[src/rtl/proc_in_debounce_multi.sv]
// rtl/proc_in_debounce_multi.sv - multi-channel counter-based input debouncer with glitch flags
module proc_in_debounce_multi #(
  parameter int nr_channels    = 8,
  parameter int cnt_width      = 8,
  parameter int debounce_ticks = 16,
  parameter int sync_stages    = 2,
  parameter int out_mode       = 0,
  parameter bit invert         = 1'b0,
  parameter bit init_value     = 1'b0
) (
  input  logic                   clock,
  input  logic                   reset,
  input  logic [nr_channels-1:0] internal_in,
  input  logic [nr_channels-1:0] virtual_out,
  input  logic [nr_channels-1:0] glitch_clear,
  output logic [nr_channels-1:0] internal_out,
  output logic [nr_channels-1:0] virtual_in,
  output logic [nr_channels-1:0] db_state,
  output logic [nr_channels-1:0] glitch_flag,
  output logic                   output_enable,
  output logic                   input_enable
);

  if (debounce_ticks < 1 || 64'(debounce_ticks) > (64'd1 << cnt_width) || sync_stages < 1) begin : g_param_check
    $error("proc_in_debounce_multi: illegal debounce_ticks/cnt_width/sync_stages");
  end

  localparam logic [nr_channels-1:0] init_vec = {nr_channels{init_value}};
  localparam logic [cnt_width-1:0]   last_cnt = cnt_width'(debounce_ticks - 1);

  logic [nr_channels-1:0] sync_q [sync_stages];
  logic [nr_channels-1:0] s;
  logic [nr_channels-1:0] pulse;

  assign s             = sync_q[sync_stages-1];
  assign internal_out  = virtual_out;
  assign output_enable = 1'b1;
  assign input_enable  = 1'b1;
  assign virtual_in    = (out_mode == 0) ? db_state : pulse;

  always_ff @(posedge clock or posedge reset) begin
    if (reset) begin
      for (int i = 0; i < sync_stages; i++) sync_q[i] <= init_vec;
    end else begin
      sync_q[0] <= internal_in ^ {nr_channels{invert}};
      for (int i = 1; i < sync_stages; i++) sync_q[i] <= sync_q[i-1];
    end
  end

  for (genvar c = 0; c < nr_channels; c++) begin : g_ch
    logic [cnt_width-1:0] cnt;
    logic                 db_q;
    logic                 glitch_q;
    logic                 pulse_q;
    logic                 differs;
    logic                 accept;
    logic                 edge_wanted;

    assign differs = s[c] != db_q;
    assign accept  = differs && (cnt == last_cnt);
    // s[c] is the level about to be accepted, so it tells rising from falling
    assign edge_wanted = (out_mode == 1) ? s[c] :
                         (out_mode == 2) ? !s[c] :
                         (out_mode == 3);

    always_ff @(posedge clock or posedge reset) begin
      if (reset) begin
        cnt      <= '0;
        db_q     <= init_value;
        glitch_q <= 1'b0;
        pulse_q  <= 1'b0;
      end else begin
        if (!differs || accept) cnt <= '0;
        else                    cnt <= cnt + cnt_width'(1);

        if (accept) db_q <= s[c];

        // a pending change that collapses back is a rejected glitch; set beats clear
        if (!differs && cnt != '0) glitch_q <= 1'b1;
        else if (glitch_clear[c])  glitch_q <= 1'b0;

        pulse_q <= accept && edge_wanted;
      end
    end

    assign db_state[c]    = db_q;
    assign glitch_flag[c] = glitch_q;
    assign pulse[c]       = pulse_q;
  end

endmodule

[config.mk]
export PLATFORM = sky130hd
export DESIGN_NAME = proc_in_debounce_multi
export DESIGN_NICKNAME = d
export VERILOG_FILES = /design/src/rtl/proc_in_debounce_multi.sv
export SDC_FILE = /design/constraint.sdc
export NUM_CORES = 1
export LEC_CHECK = 0
export ABC_CLOCK_PERIOD_IN_PS = 3240
export CAP_MARGIN = 20
export CORE_ASPECT_RATIO = 1.25
export CORE_MARGIN = 2
export CORE_UTILIZATION = 27
export DETAILED_ROUTE_END_ITERATION = 8
export HOLD_SLACK_MARGIN = 0.02
export SLEW_MARGIN = 0
export SYNTH_ARGS = -nofsm -noshare
export SYNTH_HDL_FRONTEND = slang
export SYNTH_SLANG_ARGS = --single-unit
[constraint.sdc]
create_clock -name clock -period 3.24 [get_ports clock]
set_input_delay 0.486 -clock clock [delete_from_list [all_inputs] [get_ports clock]]
set_output_delay 0.486 -clock clock [all_outputs]
set_load 0.01 [all_outputs]
# Word level (Yosys, flattened, before mapping)
# Cells that the tools add are included.
# word_totals
memories	0
romBits	0
latch_bits	0
ramBits	0
output_inout_bits	34
regBits	96
wordCells	122
# op_classes
n_shift	0
mux	24
order_cmp	0
n_div	0
multipliers	0
n_reduce_logical	48
eq_ne	16
bitwise_logic	0
addsub	8
# ops
cell	n
adder 8 x 1 -> 8 bit (second input constant)	8
equality test 8 x 4 -> 1 bit (second input constant)	8
two-way mux 8 bit	8
nonzero test 8 bit	8
logical AND 1 bit	16
two-way mux 1 bit	16
nonzero test 2 bit	8
zero test 1 bit	8
logical OR 1 bit	8
inequality test 1 bit	8

# Longest topological paths before layout
# depth
depth_word	4
ltp_mapped	4
depth_no_buf	4

# Least setup slack after synthesis
# Ideal clock, no wire load.
# synth_timing
kind	reg-to-reg
start	register g_ch[2].cnt[4]
end	register g_ch[2].db_q
synth_period_minus_slack_ns	1.509
arrival_time_ns	1.385
required_ns	3.115
path_stages_with_launch	4
path_slack_ns	1.731
path_buffers	0
setup_time_ns	0.125
cell_sequence	dfrtp_1 > or4_4 > nor2_1 > mux2_2
# synth_via
elab_chain_cells	2
# synth_lines
item	line	source
from (decl)	51	logic [cnt_width-1:0] cnt;
from (signal assigned)	74	else cnt <= cnt + cnt_width'(1);
equality test 8 x 4 -> 1 bit	60	assign accept = differs && (cnt == last_cnt);
logical AND 1 bit	60	
to (signal assigned)	69	db_q <= init_value;
to (signal assigned)	76	if (accept) db_q <= s[c];
to (decl)	52	logic db_q;
# Every way passes these cells.
# A chain may end at the register's enable or synchronous reset.

# Final worst setup path
# layout_timing
start	register g_ch[3].db_q
end	output port virtual_in[3]
# layout_rtl
item	line	source
from (decl)	52	
from (signal assigned)	69	
from (signal assigned)	76	
to (decl)	17	output logic [nr_channels-1:0] virtual_in,
# No word-level cell between the ends.

==> key figures <==
Run
  • Max-cap violations: 0

Clock tree
  • Inserted Clock Buffers: 9
  • H-tree Lvls: 3
  • Clock Tree Buf Depth: 2
  • Post-cts sizing count: 0
  • Setup Fix Bufs, Post-CTS: 0
  • Clock Latency Late Sink: 340 ps
  • CTS tree: built
  • Root Driver: clkbuf_16
  • TritonCTS Sinks: 96
  • Hold-fix buffers, CTS: 0
  • Clock transition at path regs: 60 ps

Cells and area
  • Combined area of the multi-input logic cells: 1815 um2
  • Layout cells sized above 1: 0.07822
  • Most frequent cells in the layout: dfrtp_1, inv_1, clkdlybuf4s50_1
  • Diodes inserted: 0
  • FILL cells: 1743
  • # nets final: 511
  • Area grow syn2layout: 16.46%
  • Sequential cell area: 2402 um2
  • Post-route cell area: 5401 um2
  • Commonest non-fill, non-tap cell in the layout: dfrtp_1

Critical path
  • CP max-delay cell: clkdlybuf4s50_1
  • Critical Path Start Type: flop
  • Max incr delay on CP: 590 ps
  • Crit path max fanout: 5
  • CP Buf/Inv Count: 1
  • Crit path kind: reg2out
  • Worst EP required: 2750 ps
  • Family with the most delay on the worst path: buffers and inverters
  • CP cell instances: clkdlybuf4s50_1
  • WP data arrival: 1410 ps
  • CP Capture Type: output pin

Timing
  • Endpoints failing setup: 0
  • Slew headroom: 0.6525
  • Setup TNS: 0 ps
  • Clock Skews: 5.927 ps
  • Fmax: 527.6 MHz
  • Min Tclk post-route: 1896 ps
  • Fin. max-slew vios: 0
  • Slew @ Worst Pin: 521.2 ps
  • RSZ-0062 raised after global routing: no
  • Final period util: 0.5850
  • Final hold vios: 0

Die
  • Initial Util: 0.2754
  • Die Wd: 121.2 um
  • IO Count: 60
  • Total die area: 18250 um2
  • Std-Cell Core Area: 16840 um2
  • Die Y: 150.5 um
  • Site row count: 53

Pwr
  • Internal: 1999 uW
  • Seq pwr share: 0.506
  • Leakage: 0.002228 uW
  • Switch Pwr: 582.4 uW
  • Clock Power Share: 0.411
  • VDD IR-drop max: 0.0002474 V
  • Comb pwr share: 0.084
  • Sw Ratio: 0.2256
  • Power Dens Cells: 477.9 nW/um2

Detailed routing
  • Via density: 4.675
  • Number of DRC markers in iteration 0: 235
  • Vias post-DR: 3240
  • Final ANT Viol Nets: 0
  • Final wirelength: 8.369 mm
  • DRC Markers: 0
  • Wire per inst: 12.08 um
  • DR pass1 iterations: 4

Logic synthesis
  • Cell variety after synth: 28
  • Synth warn: 0
  • Area contributors post-synth: dfrtp_1, buf_4, ha_1
  • Synthesized area per cell: 10.35 um2
  • Synthesis-stage register bit count: 96
  • Mapped Area: 4638 um2
  • Register area share after synthesis: 0.5179
  • Synth area leader: dfrtp_1
  • Synth top area share: 0.5179
  • Mapped Cells: 448

GRT
  • First-pass GRT wire length: 14.21 mm
  • Largest net degree at the start of global routing: 42
  • Vias in the first global route: 3149
  • Initial antenna violation count: 0
  • Overflow after GRT: 0
  • All-Layer GR Usage: 0.09628

Placement
  • Area after DPL: 5102 um2
  • Dpl hpwl: 6.030 mm
  • PortBufs: 41
  • Final Wtd Congestion: 0.7919

Min path
  • Worst Hold Class: reg2reg

Status
  • Outcome: finished clean
-- registers in the layout, summed over array words and instances (netlist names) --
| name | cells |
|---|---|
| s | 8 |
| sync_q | 8 |
| g_ch.glitch_q | 8 |
| g_ch.db_q | 8 |
| g_ch.cnt | 64 |
-- kinds of logic after synthesis --
kind of cell	synth area share
AOI/OAI and AO/OA	0.1133
xor gates and xnor gates	0.04532
adders and majority gates	0.04316
buffers and inverters	0.09145
DFF	0.5179
muxes	0.01942
other	0.0008085
and+or+nand+nor	0.1686
-- worst paths after layout --
kind	from	endpoint	slack, ps	depth (start not counted)
max in group asynchronous	reset	g_ch[2].cnt[6]$_DFF_PP0_	2050	3
min in group asynchronous	reset	g_ch[7].cnt[7]$_DFF_PP0_	540	2
worst max register to register	g_ch[3].cnt[4]$_DFF_PP0_	g_ch[3].db_q$_DFFE_PP0P_	1650	3
worst min-delay path	sync_q[13]$_DFF_PP0_	s[5]$_DFF_PP0_	350	0
worst max-delay path	g_ch[3].db_q$_DFFE_PP0P_	virtual_in[3]	1340	1
worst min register to register	sync_q[13]$_DFF_PP0_	s[5]$_DFF_PP0_	350	0
-- per-layer routing --
| metal | part of all wire | track usage |
|---|---|---|
| met2 | 0.50 | 0.1596 |
| met4 | 0.014 | 0.03218 |
| met1 | 0.44 | 0.1157 |
| met5 | 0 | 0 |
| met3 | 0.046 | 0.03523 |
-- stage by stage --
| step | hold WS [ps] | total power, uW | utilization | setup WS (ps) | instances |
|---|---|---|---|---|---|
| floorplan | 331.2 | 1480 | - | 248.6 | 449 |
| global placement | 331.2 | 1538 | 0.3029 | 1643 | 678 |
| detailed placement | 334.7 | 1549 | 0.3029 | 1628 | 678 |
| CTS | 349.6 | 2630 | 0.3207 | 1342 | 693 |
| global route | 357.2 | 2718 | 0.3207 | 1295 | 693 |
| finish | 347.8 | 2581 | 0.3207 | 1344 | 693 |
-- power by group through the flow --
stage | clock [uW] | combinational, uW | sequential, uW
final | 1060 | 216 | 1300
after global routing | 1160 | 247 | 1310
after CTS | 1100 | 223 | 1300
after detailed placement | 0 | 222 | 1330
after global placement | 0 | 214 | 1320
after floorplan | 0 | 167 | 1310
-- worst reg2reg max path, stage by stage (launching register included) --
cell	delay, ps
dfrtp_1	410
or4_4	590
nor2_1	130
mux2_2	340
-- synth_stat cells, drive strengths merged --
cell / n
a22o: 4
a31oi: 8
nand4: 8
or4: 8
xor2: 8
nor2: 32
nand4b: 4
ha: 16
a311oi: 4
inv: 45
mux2: 8
nor4: 4
o221ai: 4
nand3b: 4
o21ai: 32
nand2: 16
buf: 34
or3: 28
nand2b: 4
conb: 1
o22ai: 8
nor4b: 8
dfrtp: 96
nand3: 16
a21oi: 32
xnor2: 16
-- cell type report --
type	instances	area share
Multi-Input combinational cell	274	0.3361
Tap cell	220	0.05096
Inverter	45	0.03173
Clock inverter	2	0.007181
Sequential cell	96	0.4448
Timing Repair Buffer	43	0.08107
Clock buffer	13	0.04818
Note: power is estimated with default switching activity, not from simulation.
